## config.mk

```make
export PLATFORM = sky130hd
export DESIGN_NAME = time_set_counter
export DESIGN_NICKNAME = d
export VERILOG_FILES = /design/src/rtl/time_set_counter.sv
export SDC_FILE = /design/constraint.sdc
export NUM_CORES = 1
export LEC_CHECK = 0
export ABC_AREA = 1
export CORE_UTILIZATION = 49
export DETAILED_ROUTE_END_ITERATION = 6
export HOLD_SLACK_MARGIN = 0.1
export PLACE_DENSITY = 0.77
export SETUP_SLACK_MARGIN = 0.05
export SYNTH_ARGS = -nofsm -noshare
export SYNTH_HDL_FRONTEND = slang
export SYNTH_SLANG_ARGS = --single-unit
```

## constraint.sdc

```tcl
create_clock -name i_Clk -period 1.98 [get_ports i_Clk]
set_clock_uncertainty 0.15 [all_clocks]
set_input_delay 0.594 -clock i_Clk [delete_from_list [all_inputs] [get_ports i_Clk]]
set_output_delay 0.594 -clock i_Clk [all_outputs]
set_load 0.02 [all_outputs]
```

## src/rtl/time_set_counter.sv

```systemverilog
// BCD 24-hour time-of-day counter with 1 Hz tick counting and per-digit step editing.
// Step pulses edit one digit with local wrap; ticks ripple a full carry chain to a day rollover.
module time_set_counter #(
    parameter int RESET_HOURS_1ST = 1,
    parameter int RESET_HOURS_2ND = 2
) (
    input  logic       i_Clk,
    input  logic       i_Reset,
    input  logic       i_Tick_1Hz,
    input  logic       i_Run,
    input  logic       i_Seconds_2nd_Digit_Inc,
    input  logic       i_Seconds_2nd_Digit_Dec,
    input  logic       i_Seconds_1st_Digit_Inc,
    input  logic       i_Seconds_1st_Digit_Dec,
    input  logic       i_Minutes_2nd_Digit_Inc,
    input  logic       i_Minutes_2nd_Digit_Dec,
    input  logic       i_Minutes_1st_Digit_Inc,
    input  logic       i_Minutes_1st_Digit_Dec,
    input  logic       i_Hours_2nd_Digit_Inc,
    input  logic       i_Hours_2nd_Digit_Dec,
    input  logic       i_Hours_1st_Digit_Inc,
    input  logic       i_Hours_1st_Digit_Dec,
    output logic [3:0] o_Seconds_2nd_Digit,
    output logic [3:0] o_Seconds_1st_Digit,
    output logic [3:0] o_Minutes_2nd_Digit,
    output logic [3:0] o_Minutes_1st_Digit,
    output logic [3:0] o_Hours_2nd_Digit,
    output logic [3:0] o_Hours_1st_Digit,
    output logic       o_Day_Rollover
);

    localparam logic [3:0] RST_H_TENS = 4'(RESET_HOURS_1ST);
    localparam logic [3:0] RST_H_ONES = 4'(RESET_HOURS_2ND);

    logic [3:0] sec_ones_q, sec_ones_d;
    logic [3:0] sec_tens_q, sec_tens_d;
    logic [3:0] min_ones_q, min_ones_d;
    logic [3:0] min_tens_q, min_tens_d;
    logic [3:0] hr_ones_q,  hr_ones_d;
    logic [3:0] hr_tens_q,  hr_tens_d;
    logic       rollover_q, rollover_d;
    logic [3:0] hr_ones_max;

    // Out-of-range values fold back to a legal digit rather than propagating.
    function automatic logic [3:0] inc_wrap(input logic [3:0] d, input logic [3:0] max_v);
        return (d >= max_v) ? 4'd0 : d + 4'd1;
    endfunction

    function automatic logic [3:0] dec_wrap(input logic [3:0] d, input logic [3:0] max_v);
        return (d == 4'd0 || d > max_v) ? max_v : d - 4'd1;
    endfunction

    always_ff @(posedge i_Clk or posedge i_Reset) begin
        if (i_Reset) begin
            sec_ones_q <= 4'd0;
            sec_tens_q <= 4'd0;
            min_ones_q <= 4'd0;
            min_tens_q <= 4'd0;
            hr_ones_q  <= RST_H_ONES;
            hr_tens_q  <= RST_H_TENS;
            rollover_q <= 1'b0;
        end else begin
            sec_ones_q <= sec_ones_d;
            sec_tens_q <= sec_tens_d;
            min_ones_q <= min_ones_d;
            min_tens_q <= min_tens_d;
            hr_ones_q  <= hr_ones_d;
            hr_tens_q  <= hr_tens_d;
            rollover_q <= rollover_d;
        end
    end

    always_comb begin
        sec_ones_d  = sec_ones_q;
        sec_tens_d  = sec_tens_q;
        min_ones_d  = min_ones_q;
        min_tens_d  = min_tens_q;
        hr_ones_d   = hr_ones_q;
        hr_tens_d   = hr_tens_q;
        rollover_d  = 1'b0;
        hr_ones_max = (hr_tens_q == 4'd2) ? 4'd3 : 4'd9;

        // One step per cycle in fixed priority; any step swallows a coincident tick.
        if (i_Seconds_2nd_Digit_Inc) begin
            sec_ones_d = inc_wrap(sec_ones_q, 4'd9);
        end else if (i_Seconds_2nd_Digit_Dec) begin
            sec_ones_d = dec_wrap(sec_ones_q, 4'd9);
        end else if (i_Seconds_1st_Digit_Inc) begin
            sec_tens_d = inc_wrap(sec_tens_q, 4'd5);
        end else if (i_Seconds_1st_Digit_Dec) begin
            sec_tens_d = dec_wrap(sec_tens_q, 4'd5);
        end else if (i_Minutes_2nd_Digit_Inc) begin
            min_ones_d = inc_wrap(min_ones_q, 4'd9);
        end else if (i_Minutes_2nd_Digit_Dec) begin
            min_ones_d = dec_wrap(min_ones_q, 4'd9);
        end else if (i_Minutes_1st_Digit_Inc) begin
            min_tens_d = inc_wrap(min_tens_q, 4'd5);
        end else if (i_Minutes_1st_Digit_Dec) begin
            min_tens_d = dec_wrap(min_tens_q, 4'd5);
        end else if (i_Hours_2nd_Digit_Inc) begin
            hr_ones_d = inc_wrap(hr_ones_q, hr_ones_max);
        end else if (i_Hours_2nd_Digit_Dec) begin
            hr_ones_d = dec_wrap(hr_ones_q, hr_ones_max);
        end else if (i_Hours_1st_Digit_Inc || i_Hours_1st_Digit_Dec) begin
            if (i_Hours_1st_Digit_Inc) begin
                hr_tens_d = inc_wrap(hr_tens_q, 4'd2);
            end else begin
                hr_tens_d = dec_wrap(hr_tens_q, 4'd2);
            end
            // Entering the 20s must not leave an hour like 29 behind.
            if (hr_tens_d == 4'd2 && hr_ones_q > 4'd3) begin
                hr_ones_d = 4'd3;
            end
        end else if (i_Run && i_Tick_1Hz) begin
            if (sec_ones_q < 4'd9) begin
                sec_ones_d = sec_ones_q + 4'd1;
            end else begin
                sec_ones_d = 4'd0;
                if (sec_tens_q < 4'd5) begin
                    sec_tens_d = sec_tens_q + 4'd1;
                end else begin
                    sec_tens_d = 4'd0;
                    if (min_ones_q < 4'd9) begin
                        min_ones_d = min_ones_q + 4'd1;
                    end else begin
                        min_ones_d = 4'd0;
                        if (min_tens_q < 4'd5) begin
                            min_tens_d = min_tens_q + 4'd1;
                        end else begin
                            min_tens_d = 4'd0;
                            if (hr_tens_q >= 4'd2 && hr_ones_q >= 4'd3) begin
                                hr_tens_d  = 4'd0;
                                hr_ones_d  = 4'd0;
                                rollover_d = 1'b1;
                            end else if (hr_ones_q >= 4'd9) begin
                                hr_ones_d = 4'd0;
                                hr_tens_d = hr_tens_q + 4'd1;
                            end else begin
                                hr_ones_d = hr_ones_q + 4'd1;
                            end
                        end
                    end
                end
            end
        end
    end

    assign o_Seconds_2nd_Digit = sec_ones_q;
    assign o_Seconds_1st_Digit = sec_tens_q;
    assign o_Minutes_2nd_Digit = min_ones_q;
    assign o_Minutes_1st_Digit = min_tens_q;
    assign o_Hours_2nd_Digit   = hr_ones_q;
    assign o_Hours_1st_Digit   = hr_tens_q;
    assign o_Day_Rollover      = rollover_q;

endmodule
```

After elaboration in Yosys (flattened, before gate mapping) --
Index checks and enable logic that the tools add are counted.
Word-level totals: flip-flop bits (word level) 25
Operators by class: $lt $le $gt $ge 19, $add $sub $neg 12, muxes and demuxes 107, equal/unequal tests 41, reduce and logical (&&, ||, !) cells 29, bitwise operators 10
Operators with widths (number):
- two-way mux 4 bit | 90
- != test 3 bit, second input constant | 30
- adder 4 x 1 -> 4 bit, second input constant | 6
- logical NOT 4 bit | 6
- subtractor 4 x 1 -> 4 bit, second input constant | 6
- two-way mux 1 bit | 17
- != test 4 bit, second input constant | 4
- AND reduction 16 bit | 1
- nonzero test 3 bit | 5
- AND reduction 14 bit | 1
- AND reduction 13 bit | 1
- greater-or-equal comparator 4 bit, second input constant | 3
- AND reduction 12 bit | 1
- AND reduction 11 bit | 1
- NOT 1 bit | 10
- AND reduction 10 bit | 1
- == test 4 x 2 -> 1 bit, second input constant | 2
- greater-or-equal comparator 4 x 2 -> 1 bit, second input constant | 2
- greater-or-equal comparator 4 x 3 -> 1 bit, second input constant | 2
- greater-than comparator 4 x 2 -> 1 bit, second input constant | 2
- greater-than comparator 4 x 3 -> 1 bit, second input constant | 2
- greater-than comparator 4 bit, second input constant | 2
- less-than comparator 4 x 3 -> 1 bit, second input constant | 2
- less-than comparator 4 bit, second input constant | 2
- 8 further kinds | 19

Logic depth before layout (Yosys ltp) --
Gate-level depths: netlist of the first run.
depth after elaboration 21, mapped depth 16, mapped depth without buffers 16

Worst setup path before layout of the first run --
OpenSTA, ideal clock, no wires.
kind reg2reg, start register hr_tens_q[0], in the netlist o_Hours_1st_Digit[0], end register hr_ones_q[3], in the netlist o_Hours_2nd_Digit[3], data required time 1.713 ns, stages on the path, launching flop included 17, period minus slack after synthesis 2.292 ns, arrival time 2.025 ns, setup time 0.117 ns, buffers on the path 0, setup slack -0.312 ns, cell sequence dfstp_2 inv_1 ha_1 nand2_2 ha_1 nand2_1 nand2_1 nand2_1 nand2_1 o21ai_1 nand2_1 nand3_1 nand2_1 nand2_1 nand2_1 nand2_1 nand2_1
Between the ends: cells in the longest elaborated chain, start to end 19, elaborated cells between the ends (all ways) 41, classes of those cells 2 x add/sub; 4 x order compare; 3 x eq/ne; 26 x mux; 6 x reduce/logical
Ends and longest elaborated chain:
- from (decl) | RTL line 40 | logic [3:0] hr_tens_q, hr_tens_d;
- from (signal assigned) | RTL line 68 | hr_tens_q <= hr_tens_d;
- greater-than comparator 4 x 2 -> 1 bit / logical NOT 4 bit (equally long branches) | RTL line 50 | return (d == 4'd0 || d > max_v) ? max_v : d - 4'd1;
- logical OR 1 bit | RTL line 50
- two-way mux 4 bit | RTL line 50
- two-way mux 4 bit | RTL line 105 | if (i_Hours_1st_Digit_Inc) begin
- two-way mux 4 bit | RTL line 104 | end else if (i_Hours_1st_Digit_Inc || i_Hours_1st_Digit_Dec) begin
- two-way mux 4 bit | RTL line 102 | end else if (i_Hours_2nd_Digit_Dec) begin
- two-way mux 4 bit | RTL line 100 | end else if (i_Hours_2nd_Digit_Inc) begin
- two-way mux 4 bit | RTL line 98 | end else if (i_Minutes_1st_Digit_Dec) begin
- (+3 left out)
- two-way mux 4 bit | RTL line 90 | end else if (i_Seconds_1st_Digit_Dec) begin
- two-way mux 4 bit | RTL line 88 | end else if (i_Seconds_1st_Digit_Inc) begin
- two-way mux 4 bit | RTL line 86 | end else if (i_Seconds_2nd_Digit_Dec) begin
- two-way mux 4 bit | RTL line 84 | if (i_Seconds_2nd_Digit_Inc) begin
- == test 4 x 2 -> 1 bit | RTL line 111 | if (hr_tens_d == 4'd2 && hr_ones_q > 4'd3) begin
- logical AND 1 bit | RTL line 111
- != test 4 x 3 -> 1 bit (no line)
- AND reduction 14 bit (no line)
- to (signal assigned) | RTL line 67 | hr_ones_q <= hr_ones_d;
- to (decl) | RTL line 39 | logic [3:0] hr_ones_q, hr_ones_d;
Parallel ways exist; a longest one is shown, timed or not. The select of a mux whose other input is x is not followed. A chain may end at the register's enable or synchronous reset.

Worst setup path in the final report of the first run --
Same ends and word-level chain as after synthesis.

==> results by group, run 1 <==
Floorplanning
  – Core ar.: 0.00488 sq mm
  – Initial core utilization: 52.6%
  – Die area: 0.00553 sq mm
  – Io pins: 41
  – Std cell rows: 25
  – Die Ht: 74.4 microns
  – Die width: 74.4 microns

Route
  – Routed wire length: 7810 microns
  – WL per Instance: 13.9 microns
  – Via Count: 3,074
  – Post-route ant nets: 0
  – Drt pass-1 iters: 5
  – Via density: 5.46
  – DRC Markers: 0
  – DRT iter0 DRCs: 179

Run status
  – Outcome: complete, but fails checks
  – Failing checks: setup timing

Setup path
  – CP startpoint: o_Hours_1st_Digit[0]
  – CP arrival: 2.11 ns
  – Req. time, crit path: 2.01 ns
  – Crit start category: flop
  – Crit path capture type: flop
  – R2R depth: 14
  – Worst Path Max Fanout: 5
  – Critical Path End: o_Hours_2nd_Digit[3]
  – RR Startpoint: o_Hours_1st_Digit[0]
  – Reg2reg setup slack: -0.10 ns
  – Critical path type: reg2reg
  – R2r endpoint: o_Hours_2nd_Digit[3]

Finish
  – Fraction of layout cells with a size suffix above 1: 35.1%
  – NumNets Final: 533
  – # diodes: 0
  – Filler cell count: 344
  – Area Overhead vs Synth: 53.0%

Clocking
  – Root buf cell: clkbuf_8
  – H-Tree Level Count: 1
  – Hold_buf cts: 0
  – CTS max path bufs: 2
  – Clk pin slew, worst setup/hold paths: 0.10 ns
  – Inserted Clock Buffers: 3
  – # clock sinks: 25
  – CTS tree: built
  – Clock latency on the worst-skew pair: 0.28 ns

Timing
  – Setup_tns: -0.441 ns
  – Min Clock Period, post-route: 2.08 ns
  – Slew HR: 63.4%
  – Hold Vio Cnt, Final: 0
  – Worst-Margin Slew: 0.546 ns
  – PnR worst setup slack: -0.102 ns
  – RSZ-0062 raised after global routing: yes
  – Fmax: 480 MHz
  – Final slew viol count: 0
  – Final Cycle Share: 105%
  – Final setup viols: 8

Synthesis
  – FF+latch count, synth: 25
  – Post-Synth XOR/XNOR Area: 3.41%
  – Yosys top cell by area: dfrtp_1
  – Largest family of logic cells by synthesized area: simple AND/OR/NAND/NOR gates
  – Post-Syn Nets: 414
  – Netlist cell types: 37
  – Primary FF master, synth: dfrtp_1
  – Avg Cell Area, Syn: 6.79 sq um
  – Mapped Area: 0.00257 sq mm
  – Syn Inst Count: 378
  – Number of synthesized flops with an enable pin: 0
  – FFs w/ async S/R, synth: 100%
  – Synth Area in Compound Gates: 18.4%
  – Top cells by area, synth: dfrtp_1 (22%), nand2_1 (13%), ha_1 (9.7%), inv_1 (7.0%), nand3_1 (6.6%)
  – Synthesized-area fraction occupied by adder cells: 9.75%
  – Simple-gate share of the synthesized area: 34.1%
  – Mux contribution to synthesized area: 0.390%
  – Register area share after synthesis: 24.5%
  – Post-synth top area share: 22.4%
  – Yosys warnings: 0

GRT
  – Met3 GRT Util: 4.34%
  – GRT Total Usage: 27.8%
  – Gr ovfl total: 0
  – M1 GR Usage: 35.8%
  – Initial antenna violation count: 0
  – Number of global-route vias before repair: 2,759
  – M2 GR Usage: 48.5%
  – First-pass GRT wire length: 12,100 microns
  – Largest net degree at the start of global routing: 26
  – GR peak layer: met2

Pwr
  – VDD IR-drop max: 0.910 mV
  – Pwr/cell area: 948 mW/mm^2
  – Total power: 0.00372 W
  – Pleak: 2.02 nW

Placed design
  – PortBufs: 40
  – DP HPWL: 5460 microns
  – Global placer's final weighted congestion: 0.953

Min path
  – Worst Hold Class: reg2reg

Flow run
  – Total of max-cap violations: 0
-- through the flow --
stage | cell area, sq um | std cells | setup slack, ns | hold WS, ns | util (%)
4_1_cts | 3730 | 555 | -0.0789 | 0.457 | 76.4
3_3_place_gp | 3530 | 541 | -0.335 | 0.398 | 72.4
2_1_floorplan | 2630 | 378 | -0.135 | 0.415 | -
6_report | 3930 | 563 | -0.102 | 0.479 | 80.5
5_1_grt | 3930 | 563 | -0.211 | 0.494 | 80.5
3_5_place_dp | 3530 | 541 | -0.362 | 0.404 | 72.4
-- kinds of logic (layout without fill, tap and decap cells) --
group / count (synthesis) / count (layout)
buffers and inverters: 60 / 178
flip-flops: 25 / 25
AO/OA/AOI/OAI: 78 / 78
multiplexers: 1 / 1
adder cells (fa/ha/maj): 20 / 20
XOR/XNOR: 10 / 10
AND/OR/NAND/NOR: 184 / 184
-- power by group --
part | switching, W | internal (W) | leakage [nW]
logic | 0.00148 | 0.00112 | 1.68
clock network | 0.000183 | 0.000142 | 0.0255
registers | 0.000140 | 0.000653 | 0.312
-- worst max-delay path: stages, from the launching register on --
cell,delay (ns)
dfstp_2,0.55
inv_2,0.05
ha_4,0.16
nand2_4,0.09
inv_2,0.05
ha_4,0.28
nand2_4,0.05
o21ai_4,0.18
nand2_2,0.08
nand3_2,0.08
nand2_1,0.05
nand2_1,0.05
nand2_1,0.05
nand2_1,0.06
nand2_1,0.05
-- area by class of cell --
type	count	area, sq um	share of cell area [%]
Sequential cell	25	631	16.1
Inverter	56	215	5.48
Tap cell	67	83.8	2.13
Clock buffer	3	41.3	1.05
Multi-Input combinational cell	293	1990	50.6
Timing Repair Buffer	118	965	24.6
Clock inverter	1	5.00	0.127
-- layout by cell type, fill, tap and decap left out, types with 5 or more instances in the layout --
cell type        synthesis  layout
a21oi_1                 18      17
buf_4                    0      77
clkdlybuf4s50_1          0       5
dfrtp_1                 23      21
dlygate4sd2_1            0      24
dlymetal6s2s_1           0       5
ha_1                    20      12
ha_4                     0       6
inv_1                   48      40
inv_2                    8      14
nand2_1                 89      75
nand2_2                  7      14
nand2_4                  2       9
nand3_1                 34      31
nand4_1                  7       7
nor2_1                  26      22
nor2_4                   7      13
o21ai_0                 18      13
o21ai_1                 18      19
o21ai_2                  3       5
o31ai_1                  5       5
xor2_1                  10       9
-- state kept, by name, summed over array words and instances (netlist names) --
| register | count |
|---|---|
| o_Day_Rollover | 1 |
| o_Seconds_2nd_Digit | 4 |
| o_Minutes_2nd_Digit | 4 |
| o_Hours_2nd_Digit | 4 |
| o_Minutes_1st_Digit | 4 |
| o_Hours_1st_Digit | 4 |
| o_Seconds_1st_Digit | 4 |
-- per-layer routing --
layer / vias to the layer above / share of wire (%)
met4: 0 / 1.4
met5: - / 0
li1: 1488 / -
met3: 15 / 5.3
met1: 1447 / 42
met2: 124 / 51
-- Yosys cell counts, types with 2 or more instances --
library cell	number
nand2_1	89
inv_1	48
nand3_1	34
nor2_1	26
dfrtp_1	23
ha_1	20
a21oi_1	18
o21ai_0	18
o21ai_1	18
xor2_1	10
inv_2	8
nand2_2	7
nand4_1	7
nor2_4	7
nor2_2	5
o31ai_1	5
a31oi_1	3
nor3_1	3
o21ai_2	3
o221ai_1	3
a21oi_2	2
buf_2	2
buf_6	2
dfstp_2	2
nand2_4	2
nand3_2	2
-- worst min-delay path by stage --
| stage | startpoint | endpoint | slack (ns) | depth (start not counted) |
|---|---|---|---|---|
| finish | o_Minutes_1st_Digit[3] | o_Minutes_1st_Digit[3] | 0.48 | 2 |
| global route | o_Minutes_1st_Digit[3] | o_Minutes_1st_Digit[3] | 0.49 | 2 |
| CTS | o_Minutes_1st_Digit[3] | o_Minutes_1st_Digit[3] | 0.46 | 2 |
| detailed placement | o_Hours_2nd_Digit[1] | o_Hours_2nd_Digit[1] | 0.40 | 2 |
| global placement | o_Hours_2nd_Digit[1] | o_Hours_2nd_Digit[1] | 0.40 | 2 |
| floorplan | o_Hours_2nd_Digit[1] | o_Hours_2nd_Digit[1] | 0.42 | 2 |
-- repair_timing --
item / CTS / global route
gates cloned: 0 / 0
setup endpoints to repair: 45 / 32
pin swaps: 24 / 27
setup buffers: 10 / 8
gates resized for setup: 60 / 53
Note: power is estimated with default switching activity, not from simulation.
==> inputs of run 2 (changes only) <==
Settings changed: CORE_UTILIZATION 49 to 40, PLACE_DENSITY 0.77 to unset.
==> results by group, run 2 (same netlist as run 1, synthesis figures left out) <==
Setup path
  – Crit start category: flop
  – Worst Path Max Fanout: 5
  – CP arrival: 2.11 ns
  – R2r endpoint: o_Hours_2nd_Digit[3]
  – Crit path capture type: flop
  – R2R depth: 16
  – Reg2reg setup slack: -0.11 ns
  – RR Startpoint: o_Hours_1st_Digit[0]
  – Critical path type: reg2reg
  – Req. time, crit path: 2.00 ns

Finish
  – # diodes: 0
  – Fraction of layout cells with a size suffix above 1: 34.9%
  – Commonest non-fill, non-tap cell in the layout: buf_4
  – Filler cell count: 567
  – NumNets Final: 536
  – Most frequent cells in the layout: buf_4 (81), nand2_1 (77), inv_1 (41), nand3_1 (31), dlygate4sd2_1 (26)
  – Final core occ: 64.5%
  – Area Overhead vs Synth: 52.2%

Timing
  – Final slew viol count: 0
  – PnR worst setup slack: -0.113 ns
  – Min Clock Period, post-route: 2.09 ns
  – Hold Vio Cnt, Final: 0
  – RSZ-0062 raised after global routing: yes
  – Fin Hold WS: 0.448 ns
  – Worst-Margin Slew: 0.521 ns
  – Slew HR: 65.1%
  – Final Cycle Share: 106%
  – Fmax: 478 MHz
  – Final setup viols: 4

GRT
  – GRT Total Usage: 20.8%
  – First-pass GRT wire length: 11,000 microns
  – Gr ovfl total: 0
  – Number of global-route vias before repair: 2,477
  – Largest net degree at the start of global routing: 26
  – Initial antenna violation count: 0

Placed design
  – Place WS: -0.379 ns
  – Global placer's final weighted congestion: 0.873
  – DP HPWL: 5300 microns
  – PortBufs: 40

Route
  – WL per Instance: 12.5 microns
  – DRT iter0 DRCs: 95
  – DRC Markers: 0
  – Drt pass-1 iters: 4
  – Post-route ant nets: 0
  – Via Count: 2,862
  – Via density: 4.99
  – Routed wire length: 7160 microns

Floorplanning
  – Initial core utilization: 42.4%
  – Std cell rows: 28
  – Die width: 82.1 microns
  – Core ar.: 0.00606 sq mm
  – Io pins: 41
  – Die Ht: 82.1 microns
  – Die area: 0.00674 sq mm

Min path
  – HP Start: o_Minutes_1st_Digit[3]
  – Hold depth: 2
  – Hold path endpoint: o_Minutes_1st_Digit[3]
  – Worst Hold Class: reg2reg

Clocking
  – CTS max path bufs: 2
  – Clock latency on the worst-skew pair: 0.28 ns
  – CTS tree: built
  – # clock sinks: 25
  – Inserted Clock Buffers: 3
  – Root buf cell: clkbuf_8
  – Clk pin slew, worst setup/hold paths: 0.10 ns
  – H-Tree Level Count: 1

Flow run
  – Total of max-cap violations: 0

Pwr
  – VDD IR-drop max: 0.891 mV
  – Pwr/cell area: 921 mW/mm^2
  – Pleak: 2.00 nW

Run status
  – Outcome: complete, but fails checks
  – Failing checks: setup timing
==> run 2: report_power, final <==
group	switching, W	internal (W)
Sequential	0.000143	0.000655
Combinational	0.00138	0.00110
Clock	0.000180	0.000143
Total	0.00170	0.00190
==> run 2: final cells by class <==
| type | count | area, sq um | share of cell area [%] |
|---|---|---|---|
| sequential | 25 | 633 | 16.2 |
| inverter | 56 | 213 | 5.44 |
| clock buffer | 3 | 41.3 | 1.06 |
| tap | 75 | 93.8 | 2.40 |
| clock inverter | 1 | 7.51 | 0.192 |
| multi-input combinational | 293 | 1950 | 49.9 |
| timing repair buffer | 121 | 971 | 24.8 |
==> run 2: timing repair <==
item                       CTS  global route
setup endpoints to repair   42            30
gates resized for setup     56            47
buffers inserted             7            13
pin swaps                   19            21
hold buffers                 0             0
==> run 2: how the worst max path moves through the flow <==
stage / start / to
floorplan: o_Hours_1st_Digit[0] / o_Hours_2nd_Digit[3]
global placement: i_Hours_1st_Digit_Inc / o_Seconds_1st_Digit[0]
detailed placement: i_Minutes_2nd_Digit_Dec / o_Hours_1st_Digit[2]
CTS: o_Hours_1st_Digit[0] / o_Hours_2nd_Digit[3]
global route: o_Hours_1st_Digit[0] / o_Hours_2nd_Digit[3]
finish: o_Hours_1st_Digit[0] / o_Hours_2nd_Digit[3]
==> run 2: critical path: stages, from the launching register on <==
cell	delay, ns
dfstp_2	0.55
inv_2	0.05
ha_4	0.16
nand2_4	0.09
ha_4	0.21
nand2_4	0.07
nand2_2	0.06
nand2_2	0.08
nand2_2	0.06
o21ai_4	0.08
nand2_2	0.07
nand3_2	0.09
nand2_1	0.05
nand2_1	0.05
nand2_1	0.06
nand2_1	0.05
nand2_1	0.05
==> run 2: metrics by stage <==
step                total power, W  instance area, sq um  setup TNS (ns)  cells
floorplan                  0.00211                  2630          -0.380    378
global placement           0.00293                  3550           -6.60    550
detailed placement         0.00295                  3550           -7.11    550
CTS                        0.00324                  3680          -0.178    561
global route               0.00390                  3910          -0.806    574
finish                     0.00360                  3910          -0.278    574
==> run 2: routing by layer <==
layer	wire, microns	global-route usage (%)
met1	3530	30.3
met4	14	1.58
met2	3400	33.8
met3	214	2.75
met5	0	0
==> inputs of run 3 (changes only) <==
Settings changed: CAP_MARGIN set to 5.
==> results of run 3 <==
Final layout, timing and power as in run 2 (identical DEF).
